File: config.mk
export PLATFORM = sky130hd
export DESIGN_NAME = serial_rx_param
export DESIGN_NICKNAME = d
export VERILOG_FILES = /design/src/rtl/serial_pkg.sv /design/src/rtl/serial_bit_timer.sv /design/src/rtl/serial_rx_param.sv
export SDC_FILE = /design/constraint.sdc
export NUM_CORES = 1
export LEC_CHECK = 0
export ABC_AREA = 1
export CORE_UTILIZATION = 53
export CTS_CLUSTER_DIAMETER = 50
export DETAILED_ROUTE_END_ITERATION = 12
export PLACE_DENSITY = 0.85
export SKIP_CTS_REPAIR_TIMING = 1
export SLEW_MARGIN = 20
export SYNTH_ARGS = -nofsm -noshare
export SYNTH_HDL_FRONTEND = slang
export SYNTH_HIERARCHICAL = 1
export SYNTH_SLANG_ARGS = --single-unit
File: constraint.sdc
create_clock -name clk -period 1.4 [get_ports clk]
set_clock_uncertainty 0.05 [all_clocks]
set_input_delay 0.14 -clock clk [delete_from_list [all_inputs] [get_ports clk]]
set_output_delay 0.14 -clock clk [all_outputs]
set_load 0.05 [all_outputs]
File: src/rtl/serial_pkg.sv
// Shared definitions for the serial receiver/transmitter pair:
// parity mode selectors and frame FSM state encodings.
package serial_pkg;

    localparam int PARITY_NONE = 0;
    localparam int PARITY_EVEN = 1;
    localparam int PARITY_ODD  = 2;

    typedef enum logic [2:0] {
        ST_IDLE   = 3'd0,
        ST_START  = 3'd1,
        ST_DATA   = 3'd2,
        ST_PARITY = 3'd3,
        ST_STOP   = 3'd4
    } serial_state_e;

endpackage

File: src/rtl/serial_bit_timer.sv
// Clocks-per-bit timer: restarted on the start edge, ticks at the half-bit
// point (or one full bit later when HALF is 0) and every bit period after.
module serial_bit_timer #(
    parameter int CLKS_PER_BIT = 1
) (
    input  logic clk,
    input  logic rstn,
    input  logic restart,
    output logic sample_tick
);

    localparam int HALF  = CLKS_PER_BIT / 2;
    localparam int CNT_W = $clog2(CLKS_PER_BIT + 1);
    localparam logic [CNT_W-1:0] LAST  = CNT_W'(CLKS_PER_BIT - 1);
    // Preload so the first tick lands HALF cycles after the start edge.
    localparam logic [CNT_W-1:0] FIRST = (HALF == 0) ? '0 : CNT_W'(CLKS_PER_BIT - HALF);

    logic [CNT_W-1:0] cnt;

    always_ff @(posedge clk or negedge rstn) begin
        if (!rstn) begin
            cnt <= '0;
        end else if (restart) begin
            cnt <= FIRST;
        end else if (cnt == LAST) begin
            cnt <= '0;
        end else begin
            cnt <= cnt + CNT_W'(1);
        end
    end

    assign sample_tick = (cnt == LAST);

endmodule

File: src/rtl/serial_rx_param.sv
// Parametrised serial frame receiver: start, DATA_W data bits LSB first,
// optional parity and stop bits, one-entry valid/ready output register.
module serial_rx_param
    import serial_pkg::*;
#(
    parameter int DATA_W       = 7,
    parameter int CLKS_PER_BIT = 1,
    parameter int PARITY_MODE  = 1,
    parameter int STOP_EN      = 0
) (
    input  logic              clk,
    input  logic              rstn,
    input  logic              serial_in,
    output logic [DATA_W-1:0] rx_data,
    output logic              rx_valid,
    input  logic              rx_ready,
    output logic              rx_parity_err,
    output logic              rx_frame_err,
    output logic              overrun,
    output logic              busy
);

    localparam int HALF  = CLKS_PER_BIT / 2;
    localparam int IDX_W = $clog2(DATA_W + 3);

    serial_state_e     state;
    logic              serial_d;
    logic [IDX_W-1:0]  bit_idx;
    logic [DATA_W-1:0] shreg;
    logic              par_acc;
    logic              perr_q;
    logic              tick;

    logic              start_edge;
    logic              last_bit;
    logic [DATA_W-1:0] word_in;
    logic              par_bit_err;
    logic              done;
    logic [DATA_W-1:0] done_word;
    logic              done_perr;
    logic              done_ferr;

    serial_bit_timer #(
        .CLKS_PER_BIT(CLKS_PER_BIT)
    ) u_timer (
        .clk        (clk),
        .rstn       (rstn),
        .restart    (start_edge),
        .sample_tick(tick)
    );

    always_comb begin
        start_edge  = (state == ST_IDLE) && serial_d && !serial_in;
        last_bit    = (bit_idx == IDX_W'(DATA_W - 1));
        word_in     = shreg | (DATA_W'(serial_in) << bit_idx);
        par_bit_err = (PARITY_MODE == PARITY_ODD) ? ~(par_acc ^ serial_in)
                                                  :  (par_acc ^ serial_in);
        done      = 1'b0;
        done_word = shreg;
        done_perr = perr_q;
        done_ferr = 1'b0;
        // The frame completes on whichever edge samples its final bit.
        case (state)
            ST_DATA: begin
                if (tick && last_bit && PARITY_MODE == PARITY_NONE && STOP_EN == 0) begin
                    done      = 1'b1;
                    done_word = word_in;
                    done_perr = 1'b0;
                end
            end
            ST_PARITY: begin
                if (tick && STOP_EN == 0) begin
                    done      = 1'b1;
                    done_perr = par_bit_err;
                end
            end
            ST_STOP: begin
                if (tick) begin
                    done      = 1'b1;
                    done_ferr = ~serial_in;
                end
            end
            default: ;
        endcase
    end

    always_ff @(posedge clk or negedge rstn) begin
        if (!rstn) begin
            state    <= ST_IDLE;
            serial_d <= 1'b1;
            bit_idx  <= '0;
            shreg    <= '0;
            par_acc  <= 1'b0;
            perr_q   <= 1'b0;
        end else begin
            serial_d <= serial_in;
            case (state)
                ST_IDLE: begin
                    if (start_edge) begin
                        bit_idx <= '0;
                        shreg   <= '0;
                        par_acc <= 1'b0;
                        perr_q  <= 1'b0;
                        if (HALF > 0) state <= ST_START;
                        else          state <= ST_DATA;
                    end
                end
                ST_START: begin
                    if (tick) begin
                        if (serial_in) state <= ST_IDLE;
                        else           state <= ST_DATA;
                    end
                end
                ST_DATA: begin
                    if (tick) begin
                        shreg   <= word_in;
                        par_acc <= par_acc ^ serial_in;
                        bit_idx <= bit_idx + IDX_W'(1);
                        if (last_bit) begin
                            if (PARITY_MODE != PARITY_NONE) state <= ST_PARITY;
                            else if (STOP_EN != 0)          state <= ST_STOP;
                            else                            state <= ST_IDLE;
                        end
                    end
                end
                ST_PARITY: begin
                    if (tick) begin
                        perr_q <= par_bit_err;
                        if (STOP_EN != 0) state <= ST_STOP;
                        else              state <= ST_IDLE;
                    end
                end
                ST_STOP: begin
                    if (tick) state <= ST_IDLE;
                end
                default: state <= ST_IDLE;
            endcase
        end
    end

    // A completing frame may load in the same cycle the held word is accepted.
    always_ff @(posedge clk or negedge rstn) begin
        if (!rstn) begin
            rx_data       <= '0;
            rx_valid      <= 1'b0;
            rx_parity_err <= 1'b0;
            rx_frame_err  <= 1'b0;
            overrun       <= 1'b0;
        end else begin
            overrun <= 1'b0;
            if (done) begin
                if (!rx_valid || rx_ready) begin
                    rx_data       <= done_word;
                    rx_parity_err <= done_perr;
                    rx_frame_err  <= done_ferr;
                    rx_valid      <= 1'b1;
                end else begin
                    overrun <= 1'b1;
                end
            end else if (rx_valid && rx_ready) begin
                rx_valid <= 1'b0;
            end
        end
    end

    assign busy = (state != ST_IDLE);

endmodule

==> qor.yml <==
final_antenna_net_count: 0
cts.sinks: 25
ys_types: 22
clkLatencyLatePin_ns: 0.32
grt_max_degree: 26
power.internal_uw: 1760
via_per_inst: 5.11
switching_share: 0.436
wl_per_cell_um: 12.5
fmax_mhz: 724
path_clk_slew_ns: 0.13
drcViolationCount: 0
synth_nets: 139
setup_ws_ns: 0.0192
drt_first_pass_iters: 4
io_pins: 16
gp_congestion: 0.863
synth_warnings: 6
grt_pass1_wl_mm: 3.82
hp-class: "in -> async"
synth_cells: 133
wl_mm: 2.25
status: "complete, no violations"
power_frac_comb: 0.516
syn-cell-area_sq_mm: 0.00119
start_util: 0.585
finalNonFillerCells: 180
io_buffers: 14
critical_path_peak_fanout: 7
setup_viol: 0
syn_area_per_cell_sq_um: 8.97
required_ns: 1.21
p_sw_uw: 1360
hpwl_mm: 1.68
ir_drop_uv: 1360
initialDrtViolationCount: 17
cts_buffers: 3
drv_slew: 0
grt_pass1_vias: 864
cp-end-kind: "output pin"
yosysSeqAreaShare: 0.525
layout-drive-gt1-share: 0.261
fillers: 139
p_clk_frac: 0.101
nets: 160
seq_power_share: 0.383
rsz0062_at_grt: "yes"
max_cap_viol_count: 0
die-area_sq_mm: 0.00245
area_growth_pct: 27.7
critPathLaunchType: "flop"
diodes: 0
grt_overflow: 0
fin_crit_ns: 1.38
dieHeight_um: 49.5
cts_buffer_depth: 2
h-tree-depth: 1
rows: 16
powerDensity_mw_per_mm2: 2040
fp.dieW_um: 49.5
final-hold-violation-count: 0
fin_crit_sh: 0.986
place_ws_ns: -0.0239
num_vias: 920
cts_tree: "built"
cp_data_arrival_time_ns: 1.19
place_inst: 173
core_sq_mm: 0.00204
grt.total_usage: 0.209
power.leakage_uw: 0.000761
antenna_found_initial: 0
ys_ff_latch: 25
cts-root-buf: "clkbuf_4"
path_class: "reg -> out"
==> power by group through the flow <==
stage	Clock, uW	Sequential (uW)	Combinational (uW)
2_1_floorplan	0	1430	664
5_1_grt	353	1220	1730
3_5_place_dp	0	1200	1590
6_report	314	1190	1610
3_3_place_gp	0	1190	1530
4_1_cts	331	1190	1590
==> Yosys cell counts <==
library cell / instances / share of area
a21oi_1: 8 / 0.034
buf_2: 1 / 0.0042
buf_4: 2 / 0.013
buf_6: 2 / 0.019
conb_1: 2 / 0.0063
dfrtp_1: 24 / 0.50
dfstp_2: 1 / 0.022
ha_1: 2 / 0.021
inv_1: 19 / 0.060
inv_2: 2 / 0.0063
nand2_1: 23 / 0.072
nand2_2: 3 / 0.016
nand2_4: 1 / 0.0094
nand3_1: 14 / 0.059
nand4_1: 2 / 0.010
nor2_1: 9 / 0.028
nor3_1: 3 / 0.013
nor3_4: 1 / 0.014
o21ai_0: 3 / 0.013
o21ai_2: 8 / 0.059
o22ai_1: 1 / 0.0052
xor2_1: 2 / 0.015
==> layout by cell type, fill, tap and decap left out, drive strengths merged, types with 4 or more instances in the layout <==
cell,netlist,final
dfrtp,24,24
nor3,4,4
a21oi,8,8
nor2,9,9
o21ai,11,11
nand2,27,27
buf,5,18
nand3,14,14
inv,21,21
==> worst paths after layout <==
path                            from      endpoint  slack (ns)  cells past startpoint
setup / recovery            state[0]          busy        0.02                      3
hold / removal                  rstn  done_word[4]        0.12                      2
setup reg to reg            state[0]    bit_idx[0]        0.04                      6
hold reg to reg              par_acc       par_acc        0.48                      2
max in group asynchronous       rstn      serial_d        0.89                      2
min in group clk           serial_in      serial_d        0.39                      2
==> cell families after synthesis <==
group,Yosys count,synth area share
buffers and inverters,26,0.102
AO/OA/AOI/OAI,20,0.110
adder cells (fa/ha/maj),2,0.0210
other,2,0.00629
flip-flops,25,0.525
AND/OR/NAND/NOR,56,0.221
XOR/XNOR,2,0.0147
==> critical path: stages (launching register included) <==
cell	delay, ns
dfrtp_1	0.44
inv_2	0.15
nand2_1	0.12
buf_12	0.16
==> through the flow <==
step	power (uW)	hold WS, ns	utilization	setup TNS (ns)	cell area (sq um)
2_1_floorplan	2090	-0.206	-	0	1190
3_3_place_gp	2720	0.437	0.718	0	1470
3_5_place_dp	2790	0.449	0.718	-0.0682	1470
4_1_cts	3110	0.117	0.731	0	1490
5_1_grt	3300	0.138	0.746	-0.186	1520
6_report	3120	0.116	0.746	0	1520
==> state kept, by name (all words and copies together), names as in the netlist <==
name / count
done_word: 7
rx_valid: 1
bit_idx: 4
rx_parity_err: 1
par_acc: 1
rx_data: 7
state: 2
serial_d: 1
overrun: 1
==> layout make-up <==
| class | count | area, sq um | area share |
|---|---|---|---|
| clock buffer | 3 | 22.5 | 0.0148 |
| timing repair buffer | 21 | 303 | 0.199 |
| tap | 27 | 33.8 | 0.0222 |
| multi-input combinational | 82 | 453 | 0.297 |
| inverter | 21 | 78.8 | 0.0517 |
| sequential | 25 | 628 | 0.412 |
| clock inverter | 1 | 5.00 | 0.00328 |
==> per-layer routing <==
layer | share of wire | GRT usage
met2 | 0.51 | 0.349
met4 | 0.020 | 0.0952
met5 | 0 | 0
met1 | 0.44 | 0.268
met3 | 0.038 | 0.0309
No activity file was read; power rests on OpenSTA's default activity.
